===== src/rtl/stream_serializer_if.sv =====
// Wide-in / narrow-out stream bundle for the lane serializer.
// slave is the serializer side; master is the producer/consumer side.
interface stream_serializer_if #(
  parameter int unsigned W  = 8,
  parameter int unsigned N  = 4,
  parameter int unsigned CW = $clog2(N + 1)
);
  logic           input_valid;
  logic           input_ready;
  logic [W*N-1:0] input_payload;
  logic [CW-1:0]  input_count;
  logic           output_valid;
  logic           output_ready;
  logic [W-1:0]   output_payload;
  logic           output_last;

  modport slave (
    input  input_valid, input_payload, input_count, output_ready,
    output input_ready, output_valid, output_payload, output_last
  );

  modport master (
    output input_valid, input_payload, input_count, output_ready,
    input  input_ready, output_valid, output_payload, output_last
  );
endinterface


===== src/rtl/stream_serializer.sv =====
// Valid/ready width downsizer: drains the first input_count lanes of a wide word,
// lane 0 first, one lane per beat, with zero-bubble turnover between words.
module stream_serializer #(
  parameter int unsigned W  = 8,
  parameter int unsigned N  = 4,
  parameter int unsigned CW = $clog2(N + 1)
) (
  input  logic                 clk,
  input  logic                 rst_n,
  stream_serializer_if.slave   bus
);

  localparam int unsigned IW = (N > 1) ? $clog2(N) : 1;

  typedef enum logic {IDLE, DRAIN} state_t;

  state_t         state_q, state_d;
  logic [W*N-1:0] data_q,  data_d;
  logic [CW-1:0]  rem_q,   rem_d;
  logic [IW-1:0]  idx_q,   idx_d;
  logic           valid_q, valid_d;
  logic [W-1:0]   payload_q, payload_d;
  logic           last_q,  last_d;

  logic [CW-1:0]  c_sat;
  logic           in_ready;
  logic           accept;
  logic           load;
  logic           out_hs;

  function automatic logic [W-1:0] lane_sel(input logic [W*N-1:0] d, input logic [IW-1:0] i);
    lane_sel = '0;
    for (int unsigned k = 0; k < N; k++) begin
      if (IW'(k) == i) lane_sel = d[k*W +: W];
    end
  endfunction

  // Oversized counts saturate to a full word.
  assign c_sat    = (bus.input_count > CW'(N)) ? CW'(N) : bus.input_count;
  assign out_hs   = valid_q && bus.output_ready;
  // Ready is combinational from output_ready so the last beat and the next word share a cycle.
  assign in_ready = (state_q == IDLE) || (out_hs && last_q);
  assign accept   = bus.input_valid && in_ready;
  assign load     = accept && (c_sat != '0);

  always_ff @(posedge clk or negedge rst_n) begin
    if (!rst_n) begin
      state_q   <= IDLE;
      data_q    <= '0;
      rem_q     <= '0;
      idx_q     <= '0;
      valid_q   <= 1'b0;
      payload_q <= '0;
      last_q    <= 1'b0;
    end else begin
      state_q   <= state_d;
      data_q    <= data_d;
      rem_q     <= rem_d;
      idx_q     <= idx_d;
      valid_q   <= valid_d;
      payload_q <= payload_d;
      last_q    <= last_d;
    end
  end

  // Next-state: load a new word, advance a lane, or fall back to IDLE.
  always_comb begin
    state_d   = state_q;
    data_d    = data_q;
    rem_d     = rem_q;
    idx_d     = idx_q;
    valid_d   = valid_q;
    payload_d = payload_q;
    last_d    = last_q;
    case (state_q)
      IDLE: begin
        if (load) begin
          state_d   = DRAIN;
          data_d    = bus.input_payload;
          idx_d     = '0;
          rem_d     = c_sat;
          valid_d   = 1'b1;
          payload_d = bus.input_payload[W-1:0];
          last_d    = (c_sat == CW'(1));
        end
      end
      DRAIN: begin
        if (load) begin
          data_d    = bus.input_payload;
          idx_d     = '0;
          rem_d     = c_sat;
          valid_d   = 1'b1;
          payload_d = bus.input_payload[W-1:0];
          last_d    = (c_sat == CW'(1));
        end else if (out_hs) begin
          if (!last_q) begin
            idx_d     = idx_q + IW'(1);
            rem_d     = rem_q - CW'(1);
            payload_d = lane_sel(data_q, idx_q + IW'(1));
            last_d    = (rem_q == CW'(2));
          end else begin
            state_d = IDLE;
            rem_d   = '0;
            valid_d = 1'b0;
            last_d  = 1'b0;
          end
        end
      end
      default: state_d = IDLE;
    endcase
  end

  assign bus.input_ready    = in_ready;
  assign bus.output_valid   = valid_q;
  assign bus.output_payload = payload_q;
  assign bus.output_last    = last_q;

endmodule


===== src/flat_wrapper.sv =====
// flat-port wrapper written by rule: the top's interface ports become plain ports
module stream_serializer_flat 
#(
  parameter int unsigned W  = 8,
  parameter int unsigned N  = 4,
  parameter int unsigned CW = $clog2(N + 1)
)
  (clk, rst_n, bus_input_valid, bus_input_payload, bus_input_count, bus_output_ready, bus_input_ready, bus_output_valid, bus_output_payload, bus_output_last);
  stream_serializer_if #(.W(W), .N(N), .CW(CW)) bus_i ();
  input  logic clk;
  input  logic rst_n;
  input wire logic [$bits(bus_i.input_valid)-1:0] bus_input_valid;
  input wire logic [$bits(bus_i.input_payload)-1:0] bus_input_payload;
  input wire logic [$bits(bus_i.input_count)-1:0] bus_input_count;
  input wire logic [$bits(bus_i.output_ready)-1:0] bus_output_ready;
  output wire logic [$bits(bus_i.input_ready)-1:0] bus_input_ready;
  output wire logic [$bits(bus_i.output_valid)-1:0] bus_output_valid;
  output wire logic [$bits(bus_i.output_payload)-1:0] bus_output_payload;
  output wire logic [$bits(bus_i.output_last)-1:0] bus_output_last;
  assign bus_i.input_valid = bus_input_valid;
  assign bus_i.input_payload = bus_input_payload;
  assign bus_i.input_count = bus_input_count;
  assign bus_i.output_ready = bus_output_ready;
  assign bus_input_ready = bus_i.input_ready;
  assign bus_output_valid = bus_i.output_valid;
  assign bus_output_payload = bus_i.output_payload;
  assign bus_output_last = bus_i.output_last;
  stream_serializer #(.W(W), .N(N), .CW(CW)) u_core (.clk(clk), .rst_n(rst_n), .bus(bus_i));
endmodule

===== config.mk =====
export PLATFORM = sky130hd
export DESIGN_NAME = stream_serializer_flat
export DESIGN_NICKNAME = d
export VERILOG_FILES = /design/src/rtl/stream_serializer_if.sv /design/src/rtl/stream_serializer.sv /design/src/flat_wrapper.sv
export SDC_FILE = /design/constraint.sdc
export NUM_CORES = 1
export LEC_CHECK = 0
export ABC_AREA = 1
export CAP_MARGIN = 20
export CORE_MARGIN = 8
export CORE_UTILIZATION = 40
export DETAILED_ROUTE_END_ITERATION = 12
export GPL_TIMING_DRIVEN = 0
export HOLD_SLACK_MARGIN = 0.08
export PLACE_DENSITY = 0.77
export REMOVE_ABC_BUFFERS = 1
export SKIP_LAST_GASP = 1
export SLEW_MARGIN = 40
export SYNTH_ARGS = -nofsm -noshare
export SYNTH_HDL_FRONTEND = slang
export SYNTH_SLANG_ARGS = --single-unit
export TNS_END_PERCENT = 100

===== constraint.sdc =====
create_clock -name clk -period 1.5 [get_ports clk]
set_input_delay 0.3 -clock clk [delete_from_list [all_inputs] [get_ports clk]]
set_output_delay 0.3 -clock clk [all_outputs]
set_load 0.02 [all_outputs]

======== Yosys cells after proc, flatten, opt, wreduce, memory -nomap -nowiden ========
Index checks and enable logic that the tools add are counted.
cells by class
  $add $sub $neg .......................... 2
  order comparisons ....................... 1
  eq/ne operators ......................... 9
  muxes and demuxes ....................... 36
  bitwise gates (word level) .............. 1
  reductions and logical operators ........ 10
operators with widths
  operator                                                                  number
  8-bit 2-to-1 mux                                                          8
  32-bit 2-to-1 mux                                                         1
  8-bit case mux with 2 select lines                                        1
  3-bit 2-to-1 mux                                                          5
  1-bit 2-to-1 mux                                                          12
  3-bit inequality test (second input constant)                             3
  2-bit 2-to-1 mux                                                          4
  1-bit case mux with 2 select lines                                        3
  3-bit case mux with 2 select lines                                        1
  3-bit AND reduction                                                       2
  2-bit == test (first input constant)                                      2
  1-bit logical AND                                                         4
  2-bit case mux with 2 select lines                                        1
  3-bit by 1-bit == test with 1-bit output (second input constant)          1
  3-bit by 2-bit == test with 1-bit output (second input constant)          1
  3-bit greater-than comparator (second input constant)                     1
  3-bit nonzero test                                                        1
  3-bit by 1-bit subtractor with 3-bit output (second input constant)       1
  2-bit by 1-bit adder with 2-bit output (second input constant)            1
  1-bit by 2-bit == test with 1-bit output (first input constant)           1
  2-bit zero test                                                           1
  2-bit by 1-bit inequality test with 1-bit output (second input constant)  1
  2-bit AND reduction                                                       1
  1-bit logical OR                                                          1
  1-bit inverter                                                            1
storage, ports and cells
  bits in registers ....................... 48
  word-level logic and storage cells ...... 66

======== Logic depth before layout (Yosys ltp) ========
  word-level depth ........................ 10
  mapped depth ............................ 10
  gate-level depth less buffers ........... 9

======== Least setup slack after synthesis ========
No wires, ideal clock.
  path type ............................... flip-flop to flip-flop
  start point ............................. reg u_core.idx_q[1]
  end point ............................... reg u_core.payload_q[0], in the netlist u_core.bus.output_payload[0]
  setup time .............................. 117 ps
  arrival ................................. 1,362 ps
  slack ................................... 20 ps
  stages on the path, launching flop included .. 10
  path buffers ............................ 2
  period minus slack after synthesis ...... 1,480 ps
  path through ............................ dfrtp_1 -> inv_1 -> ha_1 -> clkbuf_1 -> buf_2 -> a21oi_1 -> a21oi_1 -> nand2_1 -> nand3_1 -> nand2_1
between the ends
  cells in the longest elaborated chain, start to end .. 10
RTL lines
  item                                      line                     RTL
  start: declaration                        stream_serializer.sv:20  logic [IW-1:0] idx_q, idx_d;
  start signal: assignment                  stream_serializer.sv:59  idx_q <= idx_d;
  2-bit by 1-bit adder with 2-bit output *  stream_serializer.sv:99  payload_d = lane_sel(data_q, idx_q + IW'(1));
  2-bit zero test                           stream_serializer.sv:34  if (IW'(k) == i) lane_sel = d[k*W +: W];
  8-bit 2-to-1 mux (3 in series)            stream_serializer.sv:34
  8-bit 2-to-1 mux *                        stream_serializer.sv:34
  8-bit 2-to-1 mux *                        stream_serializer.sv:96  if (!last_q) begin
  8-bit 2-to-1 mux *                        stream_serializer.sv:95  end else if (out_hs) begin
  8-bit 2-to-1 mux *                        stream_serializer.sv:88  if (load) begin
  8-bit case mux with 2 select lines *      stream_serializer.sv:75  case (state_q)
  end signal: assignment                    stream_serializer.sv:61  payload_q <= payload_d;
  end: declaration                          stream_serializer.sv:22  logic [W-1:0] payload_q, payload_d;
Every way passes the cells marked *; elsewhere a longest branch is shown, timed or not. The select of a mux whose other input is x is not followed.
A chain may end at the register's enable or synchronous reset.

======== Final worst setup path ========
  start point ............................. reg u_core.idx_q[1]
  end point ............................... reg u_core.payload_q[2], in the netlist u_core.bus.output_payload[2]
Same word-level chain as after synthesis.

==> metrics.yaml <==
status: "finished, violations left"
violations: "negative setup slack"
setup_viol: 7
post_dp_cell_area_um2: 2940
highest_layer: "met4"
antenna-diode-count: 0
drv_slew: 0
period_share_pct: 105
critical_path_arrival_ps: 1760
port_buffers: 49
root_buffer: "clkbuf_8"
grtUsageTotal_pct: 16.1
core_area_um2: 5890
yosys_warnings: 0
rsz0062_at_grt: "true"
tightestPinTransition_ps: 382
route.met2.wl_um: 3390
yosys_register_bits: 48
fp.dieH_um: 93.7
cp-start-kind: "flop"
grt_pass1_wl_um: 11300
crit_fanout: 8
period_needed_ps: 1570
hp-class: "primary input to asynchronous set/reset pin"
syn_area_um2: 2410
ir_drop_mv: 1.03
setup_tns_ps: -220
dpl.hpwl_um: 4030
drv_cap: 0
end_kind: "flop"
grt_pass1_vias: 2314
clock_skew_ps: 6.68
area_growth_pct: 41.4
first_iter_violations: 169
io_pins: 50
via_count: 2284
total_power_uw: 6470
power_leakage_uw: 0.00173
power_density_nw_per_um2: 1890
die_w_um: 93.7
drt_first_pass_iters: 4
start_util_pct: 41.0
clk_pin_slew_worst_paths_ps: 90
clkSinkCount: 48
critPathKind: "flop to flop"
max_slew_margin_pct: 74.5
fmax_ghz: 0.636
syn_inst: 314
grt_overflow_total: 0
wl_um: 6840
final_nets: 431
finalHoldViolCount: 0
cts_buffers: 5
routed_via_density: 4.94
avgSynthCellArea_um2: 7.69
whs_ps: 378
h-tree-depth: 2
clock_path_buffers: 2
wl_met1_um: 2900
cts_tree: "built"
gp_congestion: 0.791
drive_above_1_share_pct: 18.3
drc_errors: 0
antenna_found_initial: 0
die-area_um2: 8780
final_area_um2: 3410
synth_cell_types: 20
final_util_pct: 58.0
clk_latency_ps: 300
rows: 28
routedWlPerCell_um: 14.8
synth-seq-area-share_pct: 49.7
crit_required_ps: 1690
ant_nets: 0
wl_met3_um: 468
worst_slack_ps: -71.7
fillers: 528
grt_max_degree: 37
repair_timing:
action / 4_1_cts / 5_1_grt
hold buffers: 1 / 0
gates resized for setup: 37 / 20
endpoints found under the setup margin: 52 / 30
setup buffers: 13 / 12
pin swaps: 5 / 6
gates cloned: 3 / 0
hold endpoints to repair: 12 / 0
worst max-delay path: stages, from the launching register on:
cell and delay, ps:
dfrtp_1 400, inv_2 100, buf_4 130, ha_4 200, buf_8 150, a21oi_1 70
a21oi_1 180, nand2_1 70, nand3_1 100, nand2_1 60
placed cells by master, fill, tap and decap left out, types with 2 or more instances in the layout:
cell type,count
nand2_1,121
dfrtp_1,45
clkdlybuf4s50_1,35
inv_1,28
buf_4,22
o21ai_0,21
nand3_1,20
a21oi_1,20
dlygate4sd2_1,10
nor2_1,7
a21oi_2,7
clkbuf_8,6
nand3_2,5
nand2_2,3
nor2_4,3
ha_4,3
buf_6,3
dfrtp_2,3
inv_4,2
inv_2,2
nand3_4,2
clkinvlp_4,2
ha_1,2
clkbuf_1,2
dlymetal6s2s_1,2
buf_12,2
report_power, final:
| group | internal, uW | switching [uW] | leakage, uW |
|---|---|---|---|
| Combinational | 1470 | 1930 | 0.00110 |
| Sequential | 1900 | 386 | 0.000592 |
| Clock | 377 | 410 | 0.0000455 |
cell families after synthesis:
logic type	synth area share, %
AND/OR/NAND/NOR	28.8
adder cells (fa/ha/maj)	3.11
buffers and inverters	8.45
flip-flops	49.7
AO/OA/AOI/OAI	9.95
worst paths after layout:
path                                                     end  depth (start not counted)               from  slack [ps]
worst max register to register  u_core.bus.output_payload[2]                          9    u_core.idx_q[1]         -70
max in group asynchronous             u_core.bus.output_last                          3              rst_n         670
worst min register to register             u_core.data_q[28]                          2  u_core.data_q[28]         490
worst max-delay path            u_core.bus.output_payload[2]                          9    u_core.idx_q[1]         -70
min in group clk                              u_core.state_q                          4   bus_output_ready         470
worst min-delay path                       u_core.data_q[29]                          2              rst_n         380
sequential cells by signal, indices dropped and copies added (netlist names):
name,cells
u_core.state_q,1
u_core.bus.output_last,1
u_core.rem_q,3
u_core.idx_q,2
u_core.bus.output_payload,8
u_core.data_q,32
u_core.bus.output_valid,1
synthesized netlist by cell type:
cell	number	area [um^2]
nand3b_1	1	7.51
ha_1	6	75.1
nand3_1	23	115
nand3_4	1	17.5
nor2_1	8	30.0
or2_2	1	6.26
nand2_2	2	12.5
clkbuf_1	5	18.8
a21oi_1	27	135
inv_4	1	6.26
nand3_2	1	10.0
inv_2	1	3.75
inv_1	32	120
nand2_1	124	465
buf_4	4	30.0
nor3b_1	1	7.51
buf_2	5	25.0
o21ai_0	21	105
dfrtp_1	48	1200
nor2_4	2	22.5
area by class of cell:
class / instances / area [um^2] / share of cell area (%)
clock buffers: 8 / 90.1 / 2.64
repair buffers: 76 / 727 / 21.3
inverters: 34 / 140 / 4.10
well taps: 75 / 93.8 / 2.75
flip-flops and latches: 48 / 1200 / 35.3
multi-input cells: 221 / 1160 / 33.9
layer usage:
metal | vias to the layer above | GRT usage (%)
met5 | - | 0
met4 | 0 | 4.49
met3 | 9 | 3.60
met2 | 77 | 26.4
met1 | 1071 | 20.9
li1 | 1127 | -
metrics by stage:
step / worst slack, ps / instances
floorplan: -233 / 300
global placement: -1190 / 424
detailed placement: -833 / 425
CTS: -54.8 / 450
global route: -121 / 462
finish: -71.7 / 462
Note: power is estimated with default switching activity, not from simulation.
